<file path="src/rtl/uart_bus_arbiter.sv">
// Two-port round-robin arbiter and setup/strobe/hold bus-cycle sequencer
// for the UART core register bus.
module uart_bus_arbiter #(
  parameter int SETUP_CYC  = 1,
  parameter int STROBE_CYC = 2,
  parameter int HOLD_CYC   = 1
) (
  input  logic       clk,
  input  logic       rst,
  input  logic       m0_req_i,
  input  logic       m0_we_i,
  input  logic [3:0] m0_addr_i,
  input  logic [7:0] m0_wdata_i,
  output logic       m0_ack_o,
  output logic [7:0] m0_rdata_o,
  input  logic       m1_req_i,
  input  logic       m1_we_i,
  input  logic [3:0] m1_addr_i,
  input  logic [7:0] m1_wdata_i,
  output logic       m1_ack_o,
  output logic [7:0] m1_rdata_o,
  output logic [3:0] AddrBus_o,
  output logic       n_ChipSelect_o,
  output logic       n_rd_o,
  output logic       n_we_o,
  output logic [7:0] DataBus_o,
  input  logic [7:0] DataBus_i,
  output logic       busy_o,
  output logic       owner_o
);

  localparam logic [3:0] SETUP_LD  = 4'(SETUP_CYC - 1);
  localparam logic [3:0] STROBE_LD = 4'(STROBE_CYC - 1);
  localparam logic [3:0] HOLD_LD   = 4'(HOLD_CYC - 1);

  typedef enum logic [1:0] {IDLE, SETUP, STROBE, HOLD} state_t;

  state_t     state_q, state_d;
  logic [3:0] cnt_q, cnt_d;
  logic       we_q, we_d;
  logic [3:0] addr_q, addr_d;
  logic [7:0] wdata_q, wdata_d;
  logic       owner_q, owner_d;
  logic       last_owner_q, last_owner_d;
  logic       ack0_q, ack0_d, ack1_q, ack1_d;
  logic [7:0] rdata0_q, rdata0_d, rdata1_q, rdata1_d;
  logic       cs_n_q, cs_n_d, rd_n_q, rd_n_d, we_n_q, we_n_d;
  logic [3:0] abus_q, abus_d;
  logic [7:0] dbus_q, dbus_d;
  logic       elig0, elig1, grant;

  // A port being acked this cycle is not eligible, so the other port wins the gap cycle.
  assign elig0 = m0_req_i & ~ack0_q;
  assign elig1 = m1_req_i & ~ack1_q;

  always_comb begin
    state_d      = state_q;
    cnt_d        = cnt_q;
    we_d         = we_q;
    addr_d       = addr_q;
    wdata_d      = wdata_q;
    owner_d      = owner_q;
    last_owner_d = last_owner_q;
    ack0_d       = 1'b0;
    ack1_d       = 1'b0;
    rdata0_d     = rdata0_q;
    rdata1_d     = rdata1_q;
    grant        = 1'b0;
    case (state_q)
      IDLE: begin
        if (elig0 | elig1) begin
          grant        = (elig0 & elig1) ? ~last_owner_q : elig1;
          owner_d      = grant;
          last_owner_d = grant;
          we_d         = grant ? m1_we_i    : m0_we_i;
          addr_d       = grant ? m1_addr_i  : m0_addr_i;
          wdata_d      = grant ? m1_wdata_i : m0_wdata_i;
          cnt_d        = SETUP_LD;
          state_d      = SETUP;
        end
      end
      SETUP: begin
        if (cnt_q == 4'd0) begin
          cnt_d   = STROBE_LD;
          state_d = STROBE;
        end else begin
          cnt_d = cnt_q - 4'd1;
        end
      end
      STROBE: begin
        if (cnt_q == 4'd0) begin
          if (!we_q) begin
            if (owner_q) rdata1_d = DataBus_i;
            else         rdata0_d = DataBus_i;
          end
          cnt_d   = HOLD_LD;
          state_d = HOLD;
        end else begin
          cnt_d = cnt_q - 4'd1;
        end
      end
      HOLD: begin
        if (cnt_q == 4'd0) begin
          ack0_d  = ~owner_q;
          ack1_d  = owner_q;
          state_d = IDLE;
        end else begin
          cnt_d = cnt_q - 4'd1;
        end
      end
      default: state_d = IDLE;
    endcase

    // Bus pins are registered, so they are derived from the next state.
    cs_n_d = (state_d == IDLE);
    abus_d = (state_d == IDLE) ? 4'h0 : addr_d;
    dbus_d = ((state_d != IDLE) && we_d) ? wdata_d : 8'h00;
    we_n_d = ~((state_d == STROBE) && we_d);
    rd_n_d = ~((state_d == STROBE) && !we_d);
  end

  always_ff @(posedge clk or negedge rst) begin
    if (!rst) begin
      state_q      <= IDLE;
      cnt_q        <= 4'd0;
      we_q         <= 1'b0;
      addr_q       <= 4'h0;
      wdata_q      <= 8'h00;
      owner_q      <= 1'b0;
      last_owner_q <= 1'b1;
      ack0_q       <= 1'b0;
      ack1_q       <= 1'b0;
      rdata0_q     <= 8'h00;
      rdata1_q     <= 8'h00;
      cs_n_q       <= 1'b1;
      rd_n_q       <= 1'b1;
      we_n_q       <= 1'b1;
      abus_q       <= 4'h0;
      dbus_q       <= 8'h00;
    end else begin
      state_q      <= state_d;
      cnt_q        <= cnt_d;
      we_q         <= we_d;
      addr_q       <= addr_d;
      wdata_q      <= wdata_d;
      owner_q      <= owner_d;
      last_owner_q <= last_owner_d;
      ack0_q       <= ack0_d;
      ack1_q       <= ack1_d;
      rdata0_q     <= rdata0_d;
      rdata1_q     <= rdata1_d;
      cs_n_q       <= cs_n_d;
      rd_n_q       <= rd_n_d;
      we_n_q       <= we_n_d;
      abus_q       <= abus_d;
      dbus_q       <= dbus_d;
    end
  end

  assign m0_ack_o       = ack0_q;
  assign m1_ack_o       = ack1_q;
  assign m0_rdata_o     = rdata0_q;
  assign m1_rdata_o     = rdata1_q;
  assign AddrBus_o      = abus_q;
  assign n_ChipSelect_o = cs_n_q;
  assign n_rd_o         = rd_n_q;
  assign n_we_o         = we_n_q;
  assign DataBus_o      = dbus_q;
  assign busy_o         = (state_q != IDLE);
  assign owner_o        = owner_q;

endmodule

</file>
<file path="config.mk">
export PLATFORM = sky130hd
export DESIGN_NAME = uart_bus_arbiter
export DESIGN_NICKNAME = d
export VERILOG_FILES = /design/src/rtl/uart_bus_arbiter.sv
export SDC_FILE = /design/constraint.sdc
export NUM_CORES = 1
export LEC_CHECK = 0
export ABC_AREA = 1
export CAP_MARGIN = 20
export CORE_UTILIZATION = 50
export DETAILED_ROUTE_END_ITERATION = 16
export PLACE_DENSITY = 0.85
export SETUP_SLACK_MARGIN = 0.02
export SLEW_MARGIN = 40
export SYNTH_ARGS = -nofsm -noshare
export SYNTH_HDL_FRONTEND = slang
export SYNTH_SLANG_ARGS = --single-unit
</file>
<file path="constraint.sdc">
create_clock -name clk -period 2.8 [get_ports clk]
set_input_delay 0.42 -clock clk [delete_from_list [all_inputs] [get_ports clk]]
set_output_delay 0.42 -clock clk [all_outputs]
set_load 0.02 [all_outputs]
</file>
==> metrics.csv <==
stage,metric,value,unit
finish,diodes,0,
power,p_seq_frac,0.381,
yosys,syn_inst,252,
clock_tree,cts_tree,built,
clock_tree,cts_hold_buf,0,
critical_path,critPathLaunchType,flop,
sta,tightest_slew,0.479,ns
yosys,seq_area_frac_synth,0.558,
sta,hold_viol,0,
global_routing,grt_usage,0.204,
clock_tree,clk_latency,0.31,ns
floorplan,initial_core_util,0.539,
yosys,synth_area_leader_cell,dfrtp_1,
drt,wl,4910,um
yosys,ys_ff_latch,54,
power,combPwrFrac,0.500,
yosys,yosys.area.top_type_share,0.515,
critical_path,cp-end-kind,output port,
clock_tree,cts_buffers,5,
status,outcome,finished clean,
placement,placement.io_buffers,72,
drt,dr_total_vias,1908,
finish,nets,364,
global_routing,grt_pass1_wl,8090,um
run,drv_cap,0,
placement,dp_slack,0.616,ns
sta,fin_setup_tns,0,ns
clock_tree,clockBufferDepth,2,
yosys,synth_edf_count,0,
global_routing,grt_pass1_vias,1790,
placement,dp.final_hpwl,3570,um
clock_tree,cts_resized,0,
power,vdd_drop_max,0.591,mV
global_routing,overflow,0,
critical_path,required,2.38,ns
drt,first_pass_iters,4,
yosys,synth_ff_type,dfrtp_1,
yosys,ys_types,28,
power,clock_power_share,0.119,
critical_path,timing.rr.start,last_owner_q$_DFFE_PN1P_,
yosys,synth.area.top_cells,"dfrtp_1, nand2_1, nand3_1, o21ai_2, inv_1",
sta,relSlewSlack,0.681,
floorplan,coreArea,4500,um2
critical_path,path_max_fanout,5,
sta,min_period,2.01,ns
power,powerDensity,1080,nW/um2
worst_hold_path,hold_class,in -> async,
yosys,syn_area_per_cell,9.64,um2
power,p_switching,1.41,mW
global_routing,antenna_found_initial,0,
drt,wl_per_cell,13.0,um
sta,grt_setup_unrepaired,no,
yosys,ys_top_cells_by_count,"dfrtp_1, nand2_1, inv_1",
sta,max_freq,497,MHz
finish,synthToLayoutAreaGrowth,33.4,%
sta,drv_slew,0,
finish,drive_gt1_frac,0.175,
placement,place_area,3160,um2
global_routing,grt_max_degree,41,
critical_path,startpoint,state_q[1]$_DFF_PN0_,
floorplan,die_h,71.7,um
finish,final_area,3240,um2
finish,final_util,0.719,
placement,place_congestion,0.822,
drt,vias_per_cell,5.05,
drt,drc,0,
critical_path,critical_path_arrival,1.59,ns
floorplan,io_pins,73,
clock_tree,cts_sinks,54,
sta,finClkSkew,0.0131,ns
floorplan,die_x,71.7,um
clock_tree,post_cts_buffers,0,
floorplan,die-area,5140,um2
yosys,synth_most_common_cell,dfrtp_1,
power,p_int,2.10,mW
power,leakagePower,1.52,nW
power,power.total,3.51,mW
floorplan,placementRows,24,
critical_path,crit_type,reg -> out,
sta,fin_ws,0.786,ns
sta,finalCritPeriodShare,0.719,
yosys,synth_async_sr_flop_share,1.00,
sta,setup_viol,0,
yosys,yosysWarnings,0,
yosys,syn_area,2430,um2
finish,regArea,1360,um2
drt,drt_iter0_drc,79,
finish,fillers,337,
power,p_sw_frac,0.402,
clock_tree,clkTransAtPathRegs,0.09,ns
drt,ant_nets,0,
clock_tree,root_buffer,clkbuf_8,
finish,multi_input_area,866,um2
clock_tree,cts-htree-levels,2,
yosys,synth_nets,291,
[final timing paths]
path	to	slack (ns)	cells after the start
hold / removal	AddrBus_o[3]$_DFF_PN0_	0.003	1
max in group asynchronous	n_we_o$_DFF_PN1_	1.98	2
min in group clk	last_owner_q$_DFFE_PN1P_	0.48	2
setup / recovery	busy_o	0.79	3
setup reg to reg	DataBus_o[4]$_DFF_PN0_	1.05	6
hold reg to reg	last_owner_q$_DFFE_PN1P_	0.48	2
[layout by cell type (no fill, tap or decap)]
cell type | netlist | routed
clkdlybuf4s50_1 | 0 | 71
dfrtp_1 | 50 | 50
nand2_1 | 46 | 46
inv_1 | 35 | 35
nand3_1 | 29 | 29
nor2_1 | 20 | 20
o21ai_2 | 16 | 16
nand2_2 | 9 | 9
or2_2 | 7 | 7
o21ai_0 | 6 | 6
clkbuf_8 | 0 | 5
nor2_4 | 4 | 4
dfstp_2 | 4 | 4
nand3_4 | 3 | 3
inv_2 | 2 | 2
nand3_2 | 2 | 2
nor3_1 | 2 | 2
clkbuf_1 | 0 | 2
nand2_4 | 1 | 1
inv_4 | 1 | 1
or2_1 | 1 | 1
o211ai_1 | 1 | 1
o21ai_1 | 1 | 1
xor2_1 | 1 | 1
o2111ai_1 | 1 | 1
o32ai_1 | 1 | 1
o22ai_1 | 1 | 1
ha_1 | 1 | 1
clkinvlp_4 | 0 | 1
buf_2 | 1 | 1
buf_4 | 3 | 1
[stage by stage]
step	hold WS, ns	instances
after global routing	0.0214	378
after floorplan	0.124	252
after detailed placement	0.333	370
after global placement	0.331	370
after CTS	0.00375	378
final	0.00264	378
[flip-flops by register name, summed over array words and instances (netlist names)]
register,count
addr_q,4
we_q,1
m0_ack_o,1
n_we_o,1
DataBus_o,8
state_q,2
m1_ack_o,1
last_owner_q,1
n_ChipSelect_o,1
n_rd_o,1
m1_rdata_o,8
owner_o,1
m0_rdata_o,8
cnt_q,4
AddrBus_o,4
wdata_q,8
[metal layers]
layer | wire length [um] | global-route usage | part of all wire | vias up
li1 | - | - | - | 938
met1 | 2210 | 0.268 | 0.45 | 870
met2 | 2180 | 0.327 | 0.44 | 93
met3 | 452 | 0.0647 | 0.092 | 7
met4 | 66 | 0.0610 | 0.013 | 0
met5 | 0 | 0 | 0 | -
[worst max-delay path, stage by stage (launching register included)]
cell and delay (ns):
dfrtp_1 0.47, nor2_4 0.21, inv_1 0.08, clkdlybuf4s50_1 0.54
[cells by family after synthesis]
logic type | after synthesis | synth area share
fa+ha+maj | 1 | 0.00515
compound gates | 27 | 0.0850
buf+inv | 45 | 0.0850
simple gates | 124 | 0.263
xor+xnor | 1 | 0.00361
flops | 54 | 0.558
[area by class of cell]
| cell class | instances | share of cell area |
|---|---|---|
| Tap cell | 52 | 0.0201 |
| Timing Repair Buffer | 73 | 0.223 |
| Multi-Input combinational cell | 153 | 0.267 |
| Sequential cell | 54 | 0.419 |
| Clock buffer | 7 | 0.0236 |
| Clock inverter | 1 | 0.00232 |
| Inverter | 38 | 0.0448 |
[power groups by stage]
stage	Clock, mW	Combinational (mW)	Sequential, mW
finish	0.416	1.76	1.34
floorplan	0	0.856	1.59
global route	0.457	1.93	1.38
detailed placement	0	1.76	1.35
global placement	0	1.71	1.34
CTS	0.426	1.77	1.34
Note: power is estimated with default switching activity, not from simulation.
